===== config.mk =====
export PLATFORM = sky130hd
export DESIGN_NAME = dmem_bus_arbiter
export DESIGN_NICKNAME = d
export VERILOG_FILES = /design/src/rtl/dmem_arb_pkg.sv /design/src/rtl/rr_pick2.sv /design/src/rtl/dmem_bus_arbiter.sv
export SDC_FILE = /design/constraint.sdc
export NUM_CORES = 1
export LEC_CHECK = 0
export CAP_MARGIN = 30
export CELL_PAD_IN_SITES_DETAIL_PLACEMENT = 1
export CELL_PAD_IN_SITES_GLOBAL_PLACEMENT = 1
export CORE_MARGIN = 3
export CORE_UTILIZATION = 13
export DETAILED_ROUTE_END_ITERATION = 16
export GPL_TIMING_DRIVEN = 0
export PLACE_DENSITY_LB_ADDON = 0.08
export SETUP_SLACK_MARGIN = 0.1
export SYNTH_ARGS = -nofsm -noshare
export SYNTH_HDL_FRONTEND = slang
export SYNTH_SLANG_ARGS = --single-unit

===== constraint.sdc =====
create_clock -name clk -period 5.8 [get_ports clk]
set_input_delay 1.16 -clock clk [delete_from_list [all_inputs] [get_ports clk]]
set_output_delay 1.16 -clock clk [all_outputs]
set_load 0.005 [all_outputs]

===== src/rtl/dmem_arb_pkg.sv =====
`default_nettype none
// +--------------------------------------------------------------------------+
// | dmem_arb_pkg : shared encodings and bus map for the dmem bus arbiter     |
// | Rev 1.0                                                                  |
// +--------------------------------------------------------------------------+
package dmem_arb_pkg;

  // State encoding doubles as the owner code driven on the owner port.
  typedef enum logic [1:0] {
    ST_IDLE = 2'b00,
    ST_GNT0 = 2'b01,
    ST_GNT1 = 2'b10
  } arb_state_t;

  localparam logic [1:0] c_own_none = 2'b00;
  localparam logic [1:0] c_own_m0   = 2'b01;
  localparam logic [1:0] c_own_m1   = 2'b10;

  localparam int c_max_hold_def = 8;

  localparam logic [31:0] c_ram_base = 32'h0000_1000;
  localparam logic [31:0] c_ram_last = 32'h0000_17FF;
  localparam logic [31:0] c_port_a   = 32'h0000_7F00;
  localparam logic [31:0] c_port_b   = 32'h0000_7F10;
  localparam logic [31:0] c_port_c   = 32'h0000_7F20;
  localparam logic [31:0] c_port_d   = 32'h0000_7FFC;

endpackage

`default_nettype wire


===== src/rtl/rr_pick2.sv =====
`default_nettype none
// +--------------------------------------------------------------------------+
// | rr_pick2 : combinational 2-way round-robin chooser                       |
// | Rev 1.0                                                                  |
// +--------------------------------------------------------------------------+
module rr_pick2
  import dmem_arb_pkg::*;
(
  input  logic [1:0]  req,
  input  logic        last_grant,
  output arb_state_t  pick
);

  // last_grant: 0 = M0 was granted last, 1 = M1 was granted last.
  always_comb begin
    pick = ST_IDLE;
    case (req)
      2'b01:   pick = ST_GNT0;
      2'b10:   pick = ST_GNT1;
      2'b11:   pick = last_grant ? ST_GNT0 : ST_GNT1;
      default: pick = ST_IDLE;
    endcase
  end

endmodule

`default_nettype wire


===== src/rtl/dmem_bus_arbiter.sv =====
`default_nettype none
// +--------------------------------------------------------------------------+
// | dmem_bus_arbiter : two-master round-robin arbiter for the dmem/IO bus,   |
// | with lock and hold limit. Optional stats counters under ARB_STATS_EN.    |
// | Rev 1.0                                                                  |
// +--------------------------------------------------------------------------+
module dmem_bus_arbiter
  import dmem_arb_pkg::*;
#(
  parameter int AW       = 32,
  parameter int DW       = 32,
  parameter int MAX_HOLD = c_max_hold_def
) (
`ifdef ARB_STATS_EN
  input  logic          clr_stats,
  output logic [15:0]   grant_cnt0,
  output logic [15:0]   grant_cnt1,
  output logic [15:0]   wait_cnt,
`endif
  input  logic          clk,
  input  logic          reset_n,
  input  logic          m0_req,
  input  logic          m0_we,
  input  logic          m0_lock,
  input  logic [AW-1:0] m0_addr,
  input  logic [DW-1:0] m0_wd,
  output logic          m0_ack,
  output logic [DW-1:0] m0_rd,
  input  logic          m1_req,
  input  logic          m1_we,
  input  logic          m1_lock,
  input  logic [AW-1:0] m1_addr,
  input  logic [DW-1:0] m1_wd,
  output logic          m1_ack,
  output logic [DW-1:0] m1_rd,
  output logic          mem_we,
  output logic [AW-1:0] mem_a,
  output logic [DW-1:0] mem_wd,
  input  logic [DW-1:0] mem_rd,
  output logic [1:0]    owner
);

  localparam int                    c_hold_w    = $clog2(MAX_HOLD);
  localparam logic [c_hold_w-1:0]   c_hold_last = c_hold_w'(MAX_HOLD - 1);

  arb_state_t           r_state;
  logic                 r_last_grant;
  logic [c_hold_w-1:0]  r_hold_cnt;

  arb_state_t           w_pick;
  arb_state_t           w_next_state;
  logic [c_hold_w-1:0]  w_next_hold;
  logic                 w_cur_req;
  logic                 w_cur_lock;

  rr_pick2 u_pick (
    .req        ({m1_req, m0_req}),
    .last_grant (r_last_grant),
    .pick       (w_pick)
  );

  // While granted, last_grant equals the owner, so the chooser also yields the
  // release decision: switch on contention, stay if alone, else go idle.
  always_comb begin
    w_cur_req    = (r_state == ST_GNT0) ? m0_req  : m1_req;
    w_cur_lock   = (r_state == ST_GNT0) ? m0_lock : m1_lock;
    w_next_state = w_pick;
    w_next_hold  = '0;
    if ((r_state != ST_IDLE) && w_cur_lock && w_cur_req && (r_hold_cnt != c_hold_last)) begin
      w_next_state = r_state;
      w_next_hold  = r_hold_cnt + 1'b1;
    end
  end

  always_ff @(posedge clk or negedge reset_n) begin
    if (!reset_n) begin
      r_state      <= ST_IDLE;
      r_last_grant <= 1'b1;
      r_hold_cnt   <= '0;
    end else begin
      r_state    <= w_next_state;
      r_hold_cnt <= w_next_hold;
      if (w_next_state == ST_GNT0)
        r_last_grant <= 1'b0;
      else if (w_next_state == ST_GNT1)
        r_last_grant <= 1'b1;
    end
  end

  // Bus mux is a function of the registered grant only.
  always_comb begin
    mem_we = 1'b0;
    mem_a  = '0;
    mem_wd = '0;
    m0_ack = 1'b0;
    m0_rd  = '0;
    m1_ack = 1'b0;
    m1_rd  = '0;
    case (r_state)
      ST_GNT0: begin
        mem_a  = m0_addr;
        mem_wd = m0_wd;
        mem_we = m0_we & m0_req;
        m0_ack = m0_req;
        m0_rd  = mem_rd;
      end
      ST_GNT1: begin
        mem_a  = m1_addr;
        mem_wd = m1_wd;
        mem_we = m1_we & m1_req;
        m1_ack = m1_req;
        m1_rd  = mem_rd;
      end
      default: ;
    endcase
  end

  assign owner = r_state;

`ifdef ARB_STATS_EN
  logic w_waiting;
  assign w_waiting = (m0_req & ~m0_ack) | (m1_req & ~m1_ack);

  always_ff @(posedge clk or negedge reset_n) begin
    if (!reset_n) begin
      grant_cnt0 <= '0;
      grant_cnt1 <= '0;
      wait_cnt   <= '0;
    end else if (clr_stats) begin
      grant_cnt0 <= '0;
      grant_cnt1 <= '0;
      wait_cnt   <= '0;
    end else begin
      if (m0_ack && !(&grant_cnt0)) grant_cnt0 <= grant_cnt0 + 16'd1;
      if (m1_ack && !(&grant_cnt1)) grant_cnt1 <= grant_cnt1 + 16'd1;
      if (w_waiting && !(&wait_cnt)) wait_cnt <= wait_cnt + 16'd1;
    end
  end
`endif

endmodule

`default_nettype wire


**Yosys cells after proc, flatten, opt, wreduce, memory -nomap -nowiden**

Cells that the tools add are included.

- Reduce and logical (&&, ||, !) cells: 5
- Order comparisons: 0
- Bitwise logic cells: 2
- Div/mod/pow operators: 0
- Equal/unequal tests: 8
- Multipliers: 0
- Shift-type cells: 0
- $add $sub $neg: 1
- Mux-type cells: 15

Operators with widths:

| kind | count |
|---|---|
| $pmux W32 S2 | 2 |
| $mux W32 | 2 |
| $eq A2 B2 Y1 const B | 4 |
| $eq A2 B1 Y1 const B | 3 |
| $mux W1 | 6 |
| $pmux W2 S3 | 1 |
| $mux W2 | 2 |
| $reduce_bool A2 Y1 | 2 |
| $add A3 B1 Y3 const B | 1 |
| $logic_and A1 B1 Y1 | 3 |
| $mux W3 | 1 |
| $ne A3 B3 Y1 const B | 1 |
| $and A1 B1 Y1 | 2 |
| $pmux W1 S2 | 1 |

- Output and inout port bits: 133
- Memories: 0
- Memory bits (writable): 0
- Logic and storage cells: 34
- Input port bits: 168
- Memory bits (read-only): 0
- Bits in latches: 0
- Register bits: 6

**Logic depth before layout (Yosys ltp)**

Gate-level depths: netlist of the first run.

- Depth after elaboration: 9
- Gate-level depth with buffers: 9
- Mapped depth without buffers: 7

**Hierarchy**

From an unflattened synthesis of the first run, not the netlist that was laid out.

- Cell total of the unflattened synthesis: 255
- Area total of the unflattened synthesis: 1796.7 um^2

By module, submodules not included:

| module | seq. area each (um^2) | instances | area an instance (um^2) | cells each |
|---|---|---|---|---|
| dmem_bus_arbiter | 151.4 | 1 | 1778.0 | 252 |
| rr_pick2 | 0.0 | 1 | 18.8 | 3 |

**Worst setup path after synthesis of the first run**

No wires, ideal clock.

- Path type: input -> output
- From: input port m1_req
- To: output port mem_we
- Path slack: 3099 ps
- Buffers on the path: 0
- Stages on the path: 3
- Required time: 4640 ps
- Arrival time: 1541 ps
- Cells stage by stage: and2_1 > nand2_1 > a21boi_0

- Longest elaborated chain between the ends: 2

RTL lines:

| element | line | RTL |
|---|---|---|
| from (decl) | dmem_bus_arbiter.sv:29 | `input logic m1_req,` |
| $and A1 B1 Y1 | dmem_bus_arbiter.sv:110 | `mem_we = m1_we & m1_req;` |
| $pmux W1 S2 | dmem_bus_arbiter.sv:99 | `case (r_state)` |
| to (decl) | dmem_bus_arbiter.sv:36 | `output logic mem_we,` |

No other way between the ends.

==> results of run 1 <==
[how the worst max path moves through the flow]
stage                     startpoint        end  slack [ns]
after floorplan               m1_req     mem_we        3.10
after global placement        m0_req     mem_we        2.02
after detailed placement      m0_req     mem_we        1.96
after CTS                   register  m1_rd[19]        1.83
final                       register  m1_rd[19]        1.90
after global routing        register  m1_rd[19]        1.61
[per-layer routing]
layer,part of all wire,global-route usage
met5,0,0
met4,0.0078,0.0249
met3,0.14,0.0828
met2,0.53,0.322
met1,0.33,0.166
[critical path, stage by stage, from the launching register on]
cell and delay [ns]:
dfrtp_1 0.39, inv_1 0.13, ha_1 0.16, buf_2 0.19, clkbuf_1 0.54, clkbuf_1 0.37
and2_1 0.18, clkdlybuf4s50_1 0.54
[stage by stage]
stage          setup WS (ns)  power, W
3_5_place_dp            1.96   0.00106
2_1_floorplan           3.10  0.000458
4_1_cts                 1.83   0.00119
6_report                1.90   0.00116
3_3_place_gp            2.02   0.00105
5_1_grt                 1.61   0.00126
[layout by cell type (no fill, tap or decap)]
| master | Yosys | routed |
|---|---|---|
| o21ai_0 | 1 | 1 |
| a21boi_0 | 1 | 1 |
| dfrtp_1 | 5 | 5 |
| ha_1 | 6 | 6 |
| mux2i_1 | 4 | 4 |
| buf_2 | 1 | 1 |
| inv_1 | 6 | 6 |
| nor2_1 | 3 | 3 |
| nand3_1 | 1 | 1 |
| and2_1 | 66 | 66 |
| a21oi_1 | 1 | 1 |
| nand2_1 | 2 | 2 |
| clkdlybuf4s50_1 | 0 | 300 |
| buf_6 | 2 | 2 |
| clkbuf_16 | 0 | 3 |
| a211o_1 | 1 | 1 |
| nor2b_1 | 64 | 64 |
| nand3b_1 | 1 | 1 |
| dfstp_2 | 1 | 1 |
| a22oi_1 | 64 | 64 |
| clkbuf_1 | 27 | 28 |
| mux2_4 | 1 | 1 |
[cell usage after synthesis (2+ instances only)]
master	n
inv_1	6
and2_1	66
nand2_1	2
nor2_1	3
mux2i_1	4
clkbuf_1	27
nor2b_1	64
ha_1	6
buf_6	2
a22oi_1	64
dfrtp_1	5
[kinds of logic (layout without fill, tap and decap cells)]
family	count (synthesis)	in the layout	synth area share
multiplexers	5	5	0.0309
AO/OA/AOI/OAI	68	68	0.284
flip-flops	6	6	0.0849
AND/OR/NAND/NOR	137	137	0.473
adder cells (fa/ha/maj)	6	6	0.0421
buffers and inverters	36	340	0.0848
[power groups by stage]
stage | Clock, W | Sequential (W) | Combinational [W]
floorplan | 0 | 0.0000586 | 0.000399
finish | 0.000117 | 0.0000600 | 0.000980
global route | 0.000125 | 0.0000614 | 0.00108
CTS | 0.000120 | 0.0000601 | 0.00100
global placement | 0 | 0.0000604 | 0.000987
detailed placement | 0 | 0.0000604 | 0.000998
[final cells by class]
cell class | count | area [um^2]
Buffer | 30 | 129
Clock buffer | 4 | 78.8
Fill cell | 1618 | 8260
Inverter | 6 | 22.5
Multi-Input combinational cell | 216 | 1480
Sequential cell | 6 | 151
Tap cell | 176 | 220
Timing Repair Buffer | 300 | 3000
==> reports/metrics.cfg, run 1 <==
[critical_path]
end_kind = output pin
critPathKind = register to output pin
cp.required_ns = 4.64
crit_fanout = 10
critPathLaunchType = register
cp.arrival_ns = 2.74
r2r_end = r_last_grant
reg2reg_slack_ns = 3.68
r2r-start = owner[1]
r2r.worst_path.cells = 9

[worst_hold_path]
holdCritStartpoint = r_hold_cnt[0]
hold_class = register to register
min_path_cells = 1
worstHoldEndpoint = r_hold_cnt[0]

[logic_synthesis]
synth_flop_cell = dfrtp_1
synth_nets = 432
synth_top_cell_area_share = 0.269
netlist_instances = 258
synth_seq_cells = 6
ys_seq_area_frac = 0.0849
avgSynthCellArea_um2 = 6.92
async_flop_share = 1.00
yosys_warnings = 0
yosysTopAreaCell = a22oi_1
syn_area_mm2 = 0.00178
ys_types = 20
synth_edf_count = 0
yosys-top-cells-area = a22oi_1 27%, and2_1 23%, nor2b_1 22%

[sta]
max-slew-margin-rel = 0.550
min_period_over_period = 0.672
rsz0062_at_grt = no
final.setup.tns_ns = 0
min_period_ns = 3.90
skew_ns = 0.00124
setup_viol = 0
worst_pin_slew_ns = 0.675
max_freq_ghz = 0.256
holdWs_ns = 0.431
slew_violations = 0
hold_viol = 0

[cells_and_area]
stdcell_area_mm2 = 0.00509
utilization = 0.381
drive_gt1_frac = 0.0142
fin_cells = 738
diodes = 0
area_growth_pct = 185
final_net_count = 737

[floorplanning]
ioPinCount = 301
die_area_mm2 = 0.0152
num_rows = 42
core_mm2 = 0.0133
die_y_um = 123
start_util = 0.134
die_w_um = 123

[power_and_ir_drop]
p_sw_w = 0.000434
power_frac_comb = 0.847
pwr-share-seq = 0.052
ir_drop_v = 0.0000745
p_leak_nw = 1.82
power_density_mw_per_mm2 = 227
switching_share = 0.375
clock_power_share = 0.101
power.internal_w = 0.000723

[outcome]
status = finished clean

[routing]
drcViolationCount = 0
ant_nets = 0
finalWirelength_um = 13800
wl_per_cell_um = 18.6
vias = 3085
drt_iter0_markers = 84
viasPerCell = 4.18
drtPass1Iterations = 5

[cts]
cts_resized = 0
cts_root_buf = clkbuf_16
clk-insertion-delay-late_ns = 0.23
clk_pin_slew_ns = 0.04
cts_setup_buffers = 0
cts_buffer_depth = 2
cts_buffers = 3
cts_tree = yes
ctsHoldBuffers = 0
htreeDepth = 1
clock_sinks = 6

[global_route]
grt-ovfl-total = 0
grt_max_degree = 11
grt_antenna_before_repair = 0
grt_pass1_vias = 3480
grt_usage = 0.168
grt_pass1_wl_um = 19900

[placement]
post-place-cells = 734
gp_congestion = 0.709
numPortBuffers = 300
dpl_cell_area_mm2 = 0.00501
dp_hpwl_um = 11700

[job]
cap_violations = 0

Note: power is estimated with default switching activity, not from simulation.
==> run 2: changes to the inputs <==
Settings changed: CORE_UTILIZATION 13 to 12.
Clock period 5.8 ns to 4 ns, I/O delays scaled along.
==> reports/metrics.cfg, run 2 (synthesis gave the netlist of run 1 again) <==
[cells_and_area]
area_growth_pct = 185  ; about the same
drive_gt1_frac = 0.0142  ; unchanged
stdcell_area_mm2 = 0.00509  ; about the same
utilization = 0.358  ; -0.0226
layout_common_cells = 300 x clkdlybuf4s50_1, 66 x and2_1, 64 x a22oi_1, 64 x nor2b_1, 28 x clkbuf_1
fin_cells = 742  ; +0.54%
final_net_count = 737  ; unchanged
final_common_cell = clkdlybuf4s50_1
diodes = 0  ; unchanged

[critical_path]
r2r-start = owner[1]
critPathKind = register to output pin
crit_fanout = 10  ; unchanged
cp.required_ns = 3.20  ; -1.44 ns
critPathLaunchType = register
cp.arrival_ns = 2.69  ; -0.05 ns
r2r.worst_path.cells = 9  ; unchanged
r2r_end = r_last_grant
reg2reg_slack_ns = 1.83  ; -1.85 ns
end_kind = output pin

[global_route]
grt.met3_usage = 0.0713  ; -0.0115
grt_antenna_before_repair = 0  ; unchanged
grt-ovfl-total = 0  ; unchanged
grt_pass1_vias = 3551  ; +2.0%
top_usage_layer = met2
grt_usage = 0.159  ; -0.00931
use_met2 = 0.315  ; -0.00758
grt_max_degree = 11  ; unchanged
grt_pass1_wl_um = 20400  ; +2.9%
grtUsageMet1 = 0.151  ; -0.0151

[power_and_ir_drop]
p_leak_nw = 1.82  ; unchanged
power_frac_comb = 0.847  ; about the same
switching_share = 0.375  ; +0.000421
power_w = 0.00168  ; +45%
ir_drop_v = 0.000116  ; +55%
power_density_mw_per_mm2 = 330  ; +45%
clock_power_share = 0.101  ; about the same
p_sw_w = 0.000630  ; +45%
pwr-share-seq = 0.052  ; about the same
power.internal_w = 0.00105  ; +45%

[cts]
cts_buffers = 3  ; unchanged
ctsHoldBuffers = 0  ; unchanged
cts_resized = 0  ; unchanged
cts_root_buf = clkbuf_16
cts_tree = yes
cts_setup_buffers = 0  ; unchanged
cts_buffer_depth = 2  ; unchanged
clk-insertion-delay-late_ns = 0.23  ; about the same
clk_pin_slew_ns = 0.04  ; about the same
clock_sinks = 6  ; unchanged
htreeDepth = 1  ; unchanged

[sta]
max-slew-margin-rel = 0.570  ; +0.0205
skew_ns = 0.000435  ; -0.000801 ns
setup_viol = 0  ; unchanged
rsz0062_at_grt = no
final.setup.tns_ns = 0  ; unchanged
min_period_ns = 3.49
worst_pin_slew_ns = 0.645  ; -0.0308 ns
min_period_over_period = 0.874
max_freq_ghz = 0.286
slew_violations = 0  ; unchanged
hold_viol = 0  ; unchanged

[worst_hold_path]
min_path_cells = 1  ; unchanged
worstHoldEndpoint = r_hold_cnt[0]
holdCritStartpoint = r_hold_cnt[0]
hold_class = register to register

[job]
cap_violations = 0  ; unchanged

[placement]
dpl_cell_area_mm2 = 0.00501  ; +0.10%
numPortBuffers = 300  ; unchanged
dp_hpwl_um = 12000  ; +2.6%
gp_congestion = 0.761  ; +7.2%
post-place-cells = 738  ; +0.54%

[routing]
finalWirelength_um = 13900  ; +1.4%
wl_per_cell_um = 18.8  ; +0.83%
viasPerCell = 4.13  ; -1.2%
drcViolationCount = 0  ; unchanged
drt_iter0_markers = 65  ; -23%
drtPass1Iterations = 4  ; -1
vias = 3063  ; -0.71%
ant_nets = 0  ; unchanged

[floorplanning]
num_rows = 43  ; +2.4%
core_mm2 = 0.0142  ; +6.4%
ioPinCount = 301  ; unchanged
die_w_um = 128  ; +3.9%
die_y_um = 128  ; +3.9%
die_area_mm2 = 0.0164  ; +7.9%
start_util = 0.126  ; -0.00805

[outcome]
status = finished clean

## run 2: cell counts in the layout (fill, tap and decap cells not counted)
Identical to the previous run, type by type.
## run 2: power groups by stage
| stage | clock (W) | sequential [W] | combinational (W) |
|---|---|---|---|
| floorplan | 0 | 0.0000850 | 0.000579 |
| global placement | 0 | 0.0000867 | 0.00144 |
| detailed placement | 0 | 0.0000875 | 0.00145 |
| CTS | 0.000172 | 0.0000876 | 0.00146 |
| global route | 0.000177 | 0.0000888 | 0.00156 |
| finish | 0.000170 | 0.0000875 | 0.00142 |
## run 2: worst max-delay path by stage
stage	from	to	cells after the start
floorplan	register	mem_we	7
global placement	register	m1_rd[12]	7
detailed placement	register	m1_rd[15]	7
CTS	owner[1]	mem_a[14]	6
global route	owner[1]	mem_a[14]	6
finish	owner[1]	mem_a[14]	6
## run 2: area by class of cell
cell class / count / area, um^2
Multi-Input combinational cell: 216 / 1480
Timing Repair Buffer: 300 / 3000
Clock buffer: 4 / 78.8
Fill cell: 1718 / 9110
Buffer: 30 / 129
Sequential cell: 6 / 151
Tap cell: 180 / 225
Inverter: 6 / 22.5
## run 2: metal layers
metal  wire, um  share of wire
met1       4600           0.33
met2       7500           0.54
met3       1670           0.12
met4        178          0.013
met5          0              0
## run 2: per-stage QoR
| stage | hold slack, ns | setup WS [ns] |
|---|---|---|
| 6_report | 0.432 | 0.505 |
| 5_1_grt | 0.450 | 0.296 |
| 4_1_cts | 0.435 | 0.427 |
| 3_5_place_dp | 0.431 | 0.697 |
| 3_3_place_gp | 0.421 | 0.688 |
| 2_1_floorplan | 0.409 | 1.74 |
## run 2: worst max-delay path, stage by stage, from the launching register on
cell and delay (ns):
dfrtp_1 0.44, inv_1 0.10, ha_1 0.30, clkbuf_1 0.50, clkbuf_1 0.33, nor2b_1 0.20, clkdlybuf4s50_1 0.59
==> run 3: changes to the inputs <==
Settings changed: CTS_BUF_LIST set to sky130_fd_sc_hd__clkbuf_4.
==> reports/metrics.cfg, run 3 (synthesis gave the netlist of run 1 again) <==
[outcome]
status = finished clean

[placement]
gp_congestion = 0.761  ; unchanged
dpl_cell_area_mm2 = 0.00501  ; unchanged
dp_hpwl_um = 12000  ; unchanged
numPortBuffers = 300  ; unchanged

[cells_and_area]
drive_gt1_frac = 0.0160  ; +0.00178
utilization = 0.355  ; -0.00344
stdcell_area_mm2 = 0.00504  ; -0.96%
final_net_count = 737  ; unchanged
final_common_cell = clkdlybuf4s50_1
layout_common_cells = 300 x clkdlybuf4s50_1, 66 x and2_1, 64 x a22oi_1, 64 x nor2b_1, 27 x clkbuf_1
area_growth_pct = 183
n_fill_cell = 1720  ; +0.12%
seqCellArea_um2 = 151  ; unchanged
diodes = 0  ; unchanged
multiInputGateArea_mm2 = 0.00148  ; unchanged

[worst_hold_path]
hold_class = register to register

[cts]
cts_buffer_depth = 2  ; unchanged
cts_root_buf = clkbuf_4
htreeDepth = 1  ; unchanged
cts_tree = yes
clk_pin_slew_ns = 0.05  ; about the same
cts_buffers = 3  ; unchanged
clock_sinks = 6  ; unchanged
ctsHoldBuffers = 0  ; unchanged
clk-insertion-delay-late_ns = 0.26  ; +0.03 ns
cts_setup_buffers = 0  ; unchanged
cts_resized = 0  ; unchanged

[critical_path]
cp-startpoint = owner[1]
critPathKind = register to output pin
path_common_cell = clkbuf_1
critPathLaunchType = register
r2r-start = owner[1]
end_kind = output pin
r2r_end = r_last_grant
cp.required_ns = 3.20  ; about the same
cp_slowest_cell = clkdlybuf4s50_1
crit_fanout = 10  ; unchanged
path_cells = inv_1 > ha_1 > clkbuf_1 > clkbuf_1 > nor2b_1 > clkdlybuf4s50_1
crit_path_max_incr_delay_ns = 0.59  ; about the same
r2r.worst_path.cells = 9  ; unchanged
cp.arrival_ns = 2.72  ; +0.03 ns
cp-endpoint = mem_a[14]
reg2reg_slack_ns = 1.83  ; about the same

[power_and_ir_drop]
power_density_mw_per_mm2 = 314  ; -5.0%
power_w = 0.00158  ; -5.9%
p_leak_nw = 1.80  ; -1.1%
ir_drop_v = 0.0000922  ; -20%

[floorplanning]
ioPinCount = 301  ; unchanged
die_area_mm2 = 0.0164  ; unchanged
start_util = 0.126  ; unchanged
num_rows = 43  ; unchanged
die_w_um = 128  ; unchanged
core_mm2 = 0.0142  ; unchanged
die_y_um = 128  ; unchanged

[sta]
worst_pin_slew_ns = 0.645  ; +0.000732 ns
holdWs_ns = 0.434  ; +0.00234 ns
slew_violations = 0  ; unchanged
final.setup.tns_ns = 0  ; unchanged
skew_ns = 0.00160  ; +0.00116 ns
rsz0062_at_grt = no
setup_viol = 0  ; unchanged
min_period_ns = 3.52  ; +0.0226 ns
max-slew-margin-rel = 0.570  ; about the same
max_freq_ghz = 0.284  ; -0.64%
hold_viol = 0  ; unchanged
min_period_over_period = 0.879  ; +0.00566

[routing]
viasPerCell = 4.12  ; about the same
drt_iter0_markers = 66  ; +1.5%
vias = 3060  ; -0.098%
wl_per_cell_um = 18.8  ; about the same
drcViolationCount = 0  ; unchanged
drtPass1Iterations = 4  ; unchanged
ant_nets = 0  ; unchanged
finalWirelength_um = 13900  ; about the same

[global_route]
grt_max_degree = 11  ; unchanged
grt_pass1_wl_um = 20400  ; -0.21%
grt-ovfl-total = 0  ; unchanged
grt_antenna_before_repair = 0  ; unchanged
grt_usage = 0.159  ; -0.000273
grt_pass1_vias = 3527  ; -0.68%

[job]
cap_violations = 0  ; unchanged

run 3: cell types whose count changed in the layout (fill, tap and decap cells not counted):
cell       previous run  this run
clkbuf_1             28        27
clkbuf_4              0         4
clkbuf_16             3         0
run 3: how the worst min path moves through the flow:
stage                     slack (ns)     startpoint       endpoint  depth (start not counted)
after floorplan                 0.41  r_hold_cnt[0]  r_hold_cnt[0]                          1
after global placement          0.42  r_hold_cnt[0]  r_hold_cnt[0]                          1
after detailed placement        0.43  r_hold_cnt[0]  r_hold_cnt[0]                          1
after CTS                       0.44  r_hold_cnt[0]  r_hold_cnt[0]                          1
after global routing            0.45  r_hold_cnt[0]  r_hold_cnt[0]                          1
final                           0.43  r_hold_cnt[0]  r_hold_cnt[0]                          1
run 3: report_power, final:
group | total [W] | switching, W | internal [W]
logic | 0.00142 | 0.000581 | 0.000840
clock network | 0.0000729 | 0.0000280 | 0.0000449
registers | 0.0000870 | 0.0000110 | 0.0000760
run 3: cell type report:
type,instances,share of cell area
repair buffers,300,0.596
multi-input cells,216,0.294
well taps,180,0.0447
flip-flops and latches,6,0.0300
plain buffers,30,0.0256
clock buffers,4,0.00596
inverters,6,0.00447
run 3: routing by layer:
layer | up-vias | GRT usage | routed length (um)
met5 | - | 0 | 0
met2 | 172 | 0.314 | 7520
met1 | 1385 | 0.151 | 4600
met4 | 0 | 0.0306 | 183
li1 | 1493 | - | -
met3 | 10 | 0.0683 | 1640
run 3: per-stage QoR:
stage / setup slack (ns) / instances
6_report: 0.483 / 742
2_1_floorplan: 1.74 / 258
4_1_cts: 0.391 / 742
3_3_place_gp: 0.688 / 738
3_5_place_dp: 0.697 / 738
5_1_grt: 0.262 / 742
run 3: worst max-delay path: cells and delay by family, from the launching register on:
kind	cells	cell delay, ns
buffers and inverters	4	1.52
AND/OR/NAND/NOR	1	0.20
adder cells (fa/ha/maj)	1	0.30
flip-flops	1	0.44
